===== src/rtl/bit_serializer.sv =====
// Parallel-to-serial converter: one-word holding buffer feeding an MSB-first shifter.
// Optional even-parity bit after the LSB when SER_PARITY_EN is defined.
module bit_serializer #(
    parameter int WIDTH = 8
) (
    input  logic             clk,
    input  logic             rst,
    input  logic [WIDTH-1:0] in_data,
    input  logic             in_valid,
    output logic             in_ready,
    output logic             C,
    output logic             busy,
    output logic             frame_start
);

    localparam int CNT_W = (WIDTH > 2) ? $clog2(WIDTH) : 1;

`ifdef SER_PARITY_EN
    typedef enum logic [1:0] {IDLE = 2'd0, SHIFT = 2'd1, PARITY = 2'd2} state_t;
`else
    typedef enum logic [1:0] {IDLE = 2'd0, SHIFT = 2'd1} state_t;
`endif

    state_t             state_q, state_d;
    logic [WIDTH-1:0]   hold_q, hold_d;
    logic               hold_full_q, hold_full_d;
    logic               in_ready_q, in_ready_d;
    logic [WIDTH-1:0]   shreg_q, shreg_d;
    logic [CNT_W-1:0]   cnt_q, cnt_d;
    logic               c_q, c_d;
    logic               busy_q, busy_d;
    logic               fs_q, fs_d;
`ifdef SER_PARITY_EN
    logic               par_q, par_d;
`endif
    logic               load;
    logic               accept;

    always_comb begin
        state_d     = state_q;
        hold_d      = hold_q;
        hold_full_d = hold_full_q;
        shreg_d     = shreg_q;
        cnt_d       = cnt_q;
        c_d         = c_q;
        busy_d      = busy_q;
        fs_d        = 1'b0;
`ifdef SER_PARITY_EN
        par_d       = par_q;
`endif
        load        = 1'b0;
        accept      = in_valid && in_ready_q;

        // in_ready_q is high only while the buffer is empty, so accept and load never coincide
        if (accept) begin
            hold_d      = in_data;
            hold_full_d = 1'b1;
        end

        case (state_q)
            IDLE: begin
                c_d    = 1'b0;
                busy_d = 1'b0;
                load   = hold_full_q;
            end
            SHIFT: begin
                if (cnt_q != '0) begin
                    c_d     = shreg_q[WIDTH-1];
                    shreg_d = shreg_q << 1;
                    cnt_d   = cnt_q - CNT_W'(1);
                end else begin
`ifdef SER_PARITY_EN
                    state_d = PARITY;
                    c_d     = par_q;
`else
                    if (hold_full_q) begin
                        load = 1'b1;
                    end else begin
                        state_d = IDLE;
                        c_d     = 1'b0;
                        busy_d  = 1'b0;
                    end
`endif
                end
            end
`ifdef SER_PARITY_EN
            PARITY: begin
                if (hold_full_q) begin
                    load = 1'b1;
                end else begin
                    state_d = IDLE;
                    c_d     = 1'b0;
                    busy_d  = 1'b0;
                end
            end
`endif
            default: begin
                state_d = IDLE;
                c_d     = 1'b0;
                busy_d  = 1'b0;
            end
        endcase

        // MSB goes straight to C; the shifter keeps the remaining WIDTH-1 bits
        if (load) begin
            state_d     = SHIFT;
            c_d         = hold_q[WIDTH-1];
            shreg_d     = hold_q << 1;
            cnt_d       = CNT_W'(WIDTH - 1);
            busy_d      = 1'b1;
            fs_d        = 1'b1;
            hold_full_d = 1'b0;
`ifdef SER_PARITY_EN
            par_d       = ^hold_q;
`endif
        end

        in_ready_d = !hold_full_d;
    end

    always_ff @(posedge clk or negedge rst) begin
        if (!rst) begin
            state_q     <= IDLE;
            hold_q      <= '0;
            hold_full_q <= 1'b0;
            in_ready_q  <= 1'b1;
            shreg_q     <= '0;
            cnt_q       <= '0;
            c_q         <= 1'b0;
            busy_q      <= 1'b0;
            fs_q        <= 1'b0;
`ifdef SER_PARITY_EN
            par_q       <= 1'b0;
`endif
        end else begin
            state_q     <= state_d;
            hold_q      <= hold_d;
            hold_full_q <= hold_full_d;
            in_ready_q  <= in_ready_d;
            shreg_q     <= shreg_d;
            cnt_q       <= cnt_d;
            c_q         <= c_d;
            busy_q      <= busy_d;
            fs_q        <= fs_d;
`ifdef SER_PARITY_EN
            par_q       <= par_d;
`endif
        end
    end

    assign in_ready    = in_ready_q;
    assign C           = c_q;
    assign busy        = busy_q;
    assign frame_start = fs_q;

endmodule


===== config.mk =====
export PLATFORM = sky130hd
export DESIGN_NAME = bit_serializer
export DESIGN_NICKNAME = d
export VERILOG_FILES = /design/src/rtl/bit_serializer.sv
export SDC_FILE = /design/constraint.sdc
export NUM_CORES = 1
export LEC_CHECK = 0
export BUFFER_PORTS_ARGS = -buffer_cell sky130_fd_sc_hd__buf_2
export CORE_MARGIN = 4
export CORE_UTILIZATION = 58
export CTS_BUF_LIST = sky130_fd_sc_hd__clkbuf_4 sky130_fd_sc_hd__clkbuf_8
export CTS_CLUSTER_DIAMETER = 30
export DETAILED_ROUTE_END_ITERATION = 10
export HOLD_SLACK_MARGIN = 0.03
export PLACE_DENSITY = 0.81
export REMOVE_ABC_BUFFERS = 1
export SLEW_MARGIN = 10
export SYNTH_ARGS = -nofsm -noshare
export SYNTH_HDL_FRONTEND = slang
export SYNTH_SLANG_ARGS = --single-unit

===== constraint.sdc =====
create_clock -name clk -period 2.2 [get_ports clk]
set_clock_uncertainty 0.15 [all_clocks]
set_input_delay 0.22 -clock clk [delete_from_list [all_inputs] [get_ports clk]]
set_output_delay 0.22 -clock clk [all_outputs]
set_load 0.05 [all_outputs]

== Word-level counts from Yosys, hierarchy flattened ==
Cells that the tools add are included.
Widths: inputs -> output; s select.
Storage, ports and cells
  register bits after elaboration: 26
  latch bits: 0
  bits in writable memories: 0
  ROM bits: 0
  bits of input ports: 11
  output and inout bits: 4
  word-level logic and storage cells: 47
  memories: 0
Cells by class
  add/sub/neg operators: 1
  multipliers: 0
  divide/modulo/power cells: 0
  $lt $le $gt $ge: 0
  eq/ne operators: 5
  shifts and indexed selects: 0
  multiplexer cells: 23
  bitwise logic cells: 0
  reduce and logical (&&, ||, !) cells: 9
Operators with widths (number)
  $mux 8: 3
  $mux 1: 12
  $mux 3: 3
  $mux 2: 3
  $ne 3x3->1 const B: 2
  $ne 4x4->1 const B: 1
  $pmux 2 s2: 1
  $reduce_and 2->1: 2
  $reduce_bool 2->1: 2
  $reduce_and 3->1: 1
  $reduce_bool 3->1: 1
  $sub 3x1->3 const B: 1
  $eq 2x1->1 const B: 1
  $logic_not 2->1: 1
  $ne 2x2->1 const B: 1
  $pmux 1 s2: 1
  $logic_and 1x1->1: 1
  $logic_not 1->1: 1

== Depth between registers and ports, before layout ==
  depth in word-level cells: 5
  gate-level depth with buffers: 6
  depth with buffers taken out: 5

== Least setup slack after synthesis ==
Ideal clock, no wire load.
  path type: reg2reg
  from: reg cnt_q[0]
  to: reg shreg_q[5]
  library setup time: 0.125 ns
  arrival: 1.305 ns
  required time: 1.925 ns
  setup slack: 0.620 ns
  stages on the path, launching flop included: 7
  path buffers: 1
  period minus slack after synthesis: 1.580 ns
  path through: dfrtp_1 > inv_1 > ha_1 > inv_2 > o21ai_4 > buf_6 > mux2_4
Between the ends
  word-level cells in the longest chain between the ends: 5
  elaborated cells on any way between the ends: 7
  classes of those cells: mux (3); reduce/logical (4)
RTL lines
  from (decl): RTL line 29  | logic [CNT_W-1:0] cnt_q, cnt_d;
  from (signal assigned): RTL line 141  | cnt_q <= cnt_d;
  $reduce_bool 3->1 (*): RTL line 67  | if (cnt_q != '0) begin
  $mux 1: RTL line 67
  $pmux 1 s2: RTL line 60  | case (state_q)
  $reduce_bool 2->1 (no source line)
  $reduce_and 2->1 (no source line)
  to (signal assigned): RTL line 140  | shreg_q <= shreg_d;
  to (decl): RTL line 28  | logic [WIDTH-1:0] shreg_q, shreg_d;
Mark *: on every way between the ends. The rest lies on a longest branch, timed or not.
A chain may end at the register's enable or synchronous reset.

== Final worst setup path ==
  from: reg cnt_q[0]
  to: reg busy_q (netlist: busy)
Between the ends
  word-level cells in the longest chain between the ends: 5
  elaborated cells on any way between the ends: 7
  classes of those cells: eq/ne (2); mux (3); reduce/logical (2)
RTL lines
  $reduce_bool 3->1 (*): RTL line 67
  $mux 1: RTL line 67
  $pmux 1 s2: RTL line 60
  $ne 3x3->1 (no source line)
  $reduce_and 2->1 (no source line)
  to (signal assigned): RTL line 143  | busy_q <= busy_d;
  to (decl): RTL line 31  | logic busy_q, busy_d;
Marks and branches as above.

==> summary.md <==
| Metric | Value |
|---|---|
| Status | `completed` |
| Core area | `1730 µm²` |
| Seq/Total Area, Yosys | `56.7%` |
| Buf/Inv on CP | `2` |
| Synthesized area | `1060 µm²` |
| Drt total wl | `1.53 mm` |
| Vias in the first global route | `703` |
| Slew @ Worst Pin | `0.633 ns` |
| Std-Cell Rows | `15` |
| Adder-cell share of the synthesized area | `2.36%` |
| Count of cell types in the netlist | `20` |
| Largest net degree at the start of global routing | `25` |
| Initial antenna violation count | `0` |
| Leakage | `0.000600 µW` |
| Compound-Gate Fraction of Synth Area | `3.89%` |
| Number of port buffers | `14` |
| Setup violations, final | `0` |
| Cts repair resizes | `0` |
| Post-route cell area | `1250 µm²` |
| Register area | `602 µm²` |
| H-tree depth | `1` |
| Worst path cell trace | `inv_1 > ha_1 > inv_2 > o21ai_4 > mux2_2` |
| Mux cell area share after synthesis | `28.9%` |
| N_diodes | `0` |
| Finished Layout Cells | `122` |
| Mean area per synthesized cell | `14.6 µm²` |
| Fillers | `144` |
| Setup_tns | `0 ns` |
| Post-Synth Simple-Gate Area | `4.00%` |
| Post-DP Area | `1130 µm²` |
| Multi-input combinational cell area | `415 µm²` |
| Post-route total power | `1700 µW` |
| Seq pwr share | `46.4%` |
| Share of cells above drive strength 1 | `44.3%` |
| FMAX | `567 MHz` |
| Power Internal | `1110 µW` |
| Clock Tree Root | `clkbuf_4` |
| CP Class | `flip-flop to flip-flop` |
| Sw power | `586 µW` |
| XOR/XNOR share of the synthesized area | `0%` |
| Critical path's top delay family | `flip-flops` |
| Rel. slew slack | `57.8%` |
| Slowest CP cell | `dfrtp_1` |
| Req. time, crit path | `2.25 ns` |
| Worst hold path class | `input port to async pin` |
| Total Routing Usage GR | `15.1%` |
| Global-route wire length before repair | `2.88 mm` |
| Clock share of power | `11.8%` |
| Worst hold slack | `0.247 ns` |
| Total power divided by cell area | `1350 nW/µm²` |
| Remaining Overflow, GRT | `0` |
| CTS Buf Count | `3` |
| Final Max Slew Viols | `0` |
| Ys Warns | `0` |
| Die height | `50.8 µm` |
| Setup crit end kind | `flip-flop` |
| Avg WL per Cell | `12.6 µm` |
| Pre-Repair DR Iteration Count | `3` |
| Clock Latency Late Sink | `0.30 ns` |
| Crit share post-route | `80.2%` |
| Vias | `608` |
| Number of vias per cell | `4.98` |
| RSZ-0062 raised after global routing | `no` |
| Nets@finish | `111` |
| Clock Tree Buf Depth | `2` |
| Reg2Reg Launch Point | `cnt_q[0]$_DFFE_PN0P_` |
| Initial DRC Count | `4` |
| Minimum clock period | `1.76 ns` |
| Clock slew seen by the registers of the worst setup and hold paths | `0.12 ns` |
| Antenna Violating Nets Remaining | `0` |
| Worst vdd ir | `0.729 mV` |
| #FFs+latches synth | `24` |
| DRC Markers | `0` |
| CP Launch Type | `flip-flop` |
| Commonest cells after routing, fill and taps aside | `dfrtp_1 (23), mux2_2 (17), buf_2 (14), dlygate4sd3_1 (9), mux2_4 (5)` |
| TritonCTS Sinks | `24` |
| I/O pin count | `15` |
| Critical Path Source | `cnt_q[0]$_DFFE_PN0P_` |
| Placed Cells | `109` |
| Sw frac | `34.5%` |
| Comb pwr share | `41.8%` |
| CTS tree | `done` |
| CP peak stage delay | `0.41 ns` |
| Layout overhead on the synthesized area | `18.0%` |
| Syn Inst Count | `73` |
| Commonest non-fill, non-tap cell in the layout | `dfrtp_1` |
| Initial Util | `61.5%` |
| MaxCap Viol Count | `0` |
| GP Congestion | `0.690` |
| Die ar. | `2580 µm²` |
| Largest family of logic cells by synthesized area | `multiplexers` |
| Hold Fails Final Rpt | `0` |
| Chip Width | `50.8 µm` |
| Worst EP arrival | `1.81 ns` |
| Crit-path max FO | `15` |
## final timing paths
kind | slack [ns] | cells after the start | endpoint
min in group clk | 0.34 | 1 | cnt_q[0]$_DFFE_PN0P_
setup / recovery | 0.44 | 5 | busy$_DFFE_PN0P_
setup reg to reg | 0.44 | 5 | busy$_DFFE_PN0P_
hold reg to reg | 0.34 | 1 | cnt_q[0]$_DFFE_PN0P_
hold / removal | 0.25 | 2 | hold_q[7]$_DFFE_PN0P_
max in group asynchronous | 1.29 | 2 | in_ready$_DFF_PN1_
## per-stage QoR
| step | worst slack, ns | util (%) |
|---|---|---|
| 2_1_floorplan | 0.571 | - |
| 3_3_place_gp | 0.476 | 65.7 |
| 3_5_place_dp | 0.425 | 65.7 |
| 4_1_cts | 0.417 | 72.6 |
| 5_1_grt | 0.324 | 72.6 |
| 6_report | 0.436 | 72.6 |
## sequential cells by signal, indices dropped and copies added, names as in the netlist
name         cells
cnt_q            3
in_ready         1
busy             1
shreg_q          7
state_q          1
C                1
hold_q           8
frame_start      1
hold_full_q      1
## logic make-up (layout without fill, tap and decap cells)
logic type      Yosys count  after routing
compound gates            5              5
fa+ha+maj                 2              2
buf+inv                   7             31
flops                    24             24
mux                      26             26
simple gates              9              9
## power by group through the flow
| stage | clock network (µW) | registers, µW | logic, µW |
|---|---|---|---|
| after floorplan | 0 | 870 | 486 |
| after global placement | 0 | 787 | 684 |
| after detailed placement | 0 | 800 | 705 |
| after CTS | 211 | 788 | 721 |
| after global routing | 234 | 823 | 770 |
| final | 200 | 786 | 710 |
## area by class of cell
| type | instances | area share, % |
|---|---|---|
| tap | 25 | 2.50 |
| sequential | 24 | 48.0 |
| multi-input combinational | 42 | 33.1 |
| timing repair buffer | 23 | 12.8 |
| clock buffer | 4 | 2.40 |
| inverter | 4 | 1.20 |
## timing repair
item | 4_1_cts | 5_1_grt
hold buffers | 9 | 0
hold endpoints to repair | 31 | 0
buffers inserted | 0 | 0
## per-layer routing
layer  track usage [%]  vias to the layer above  wire, µm
li1                  -                      299         -
met1              15.5                      292       641
met2              28.3                       13       804
met3              3.56                        4        53
met4              7.62                        0        33
met5                 0                        -         0
## cells in the mapped netlist
library cell,count,area share (%)
ha_1,2,2.4
buf_6,2,2.1
dfrtp_1,23,54
nand2b_1,1,0.59
dfstp_2,1,2.5
o21ai_0,1,0.47
a211oi_1,1,0.71
nand2_1,3,1.1
nor2_1,2,0.71
inv_2,1,0.35
inv_1,3,1.1
mux2_4,5,7.1
o21ai_4,1,1.5
a21o_1,1,0.71
and2_1,2,1.2
mux2_2,17,18
a21oi_1,1,0.47
buf_4,1,0.71
nor3_1,1,0.47
mux2i_1,4,3.8
No activity file was read; power rests on OpenSTA's default activity.
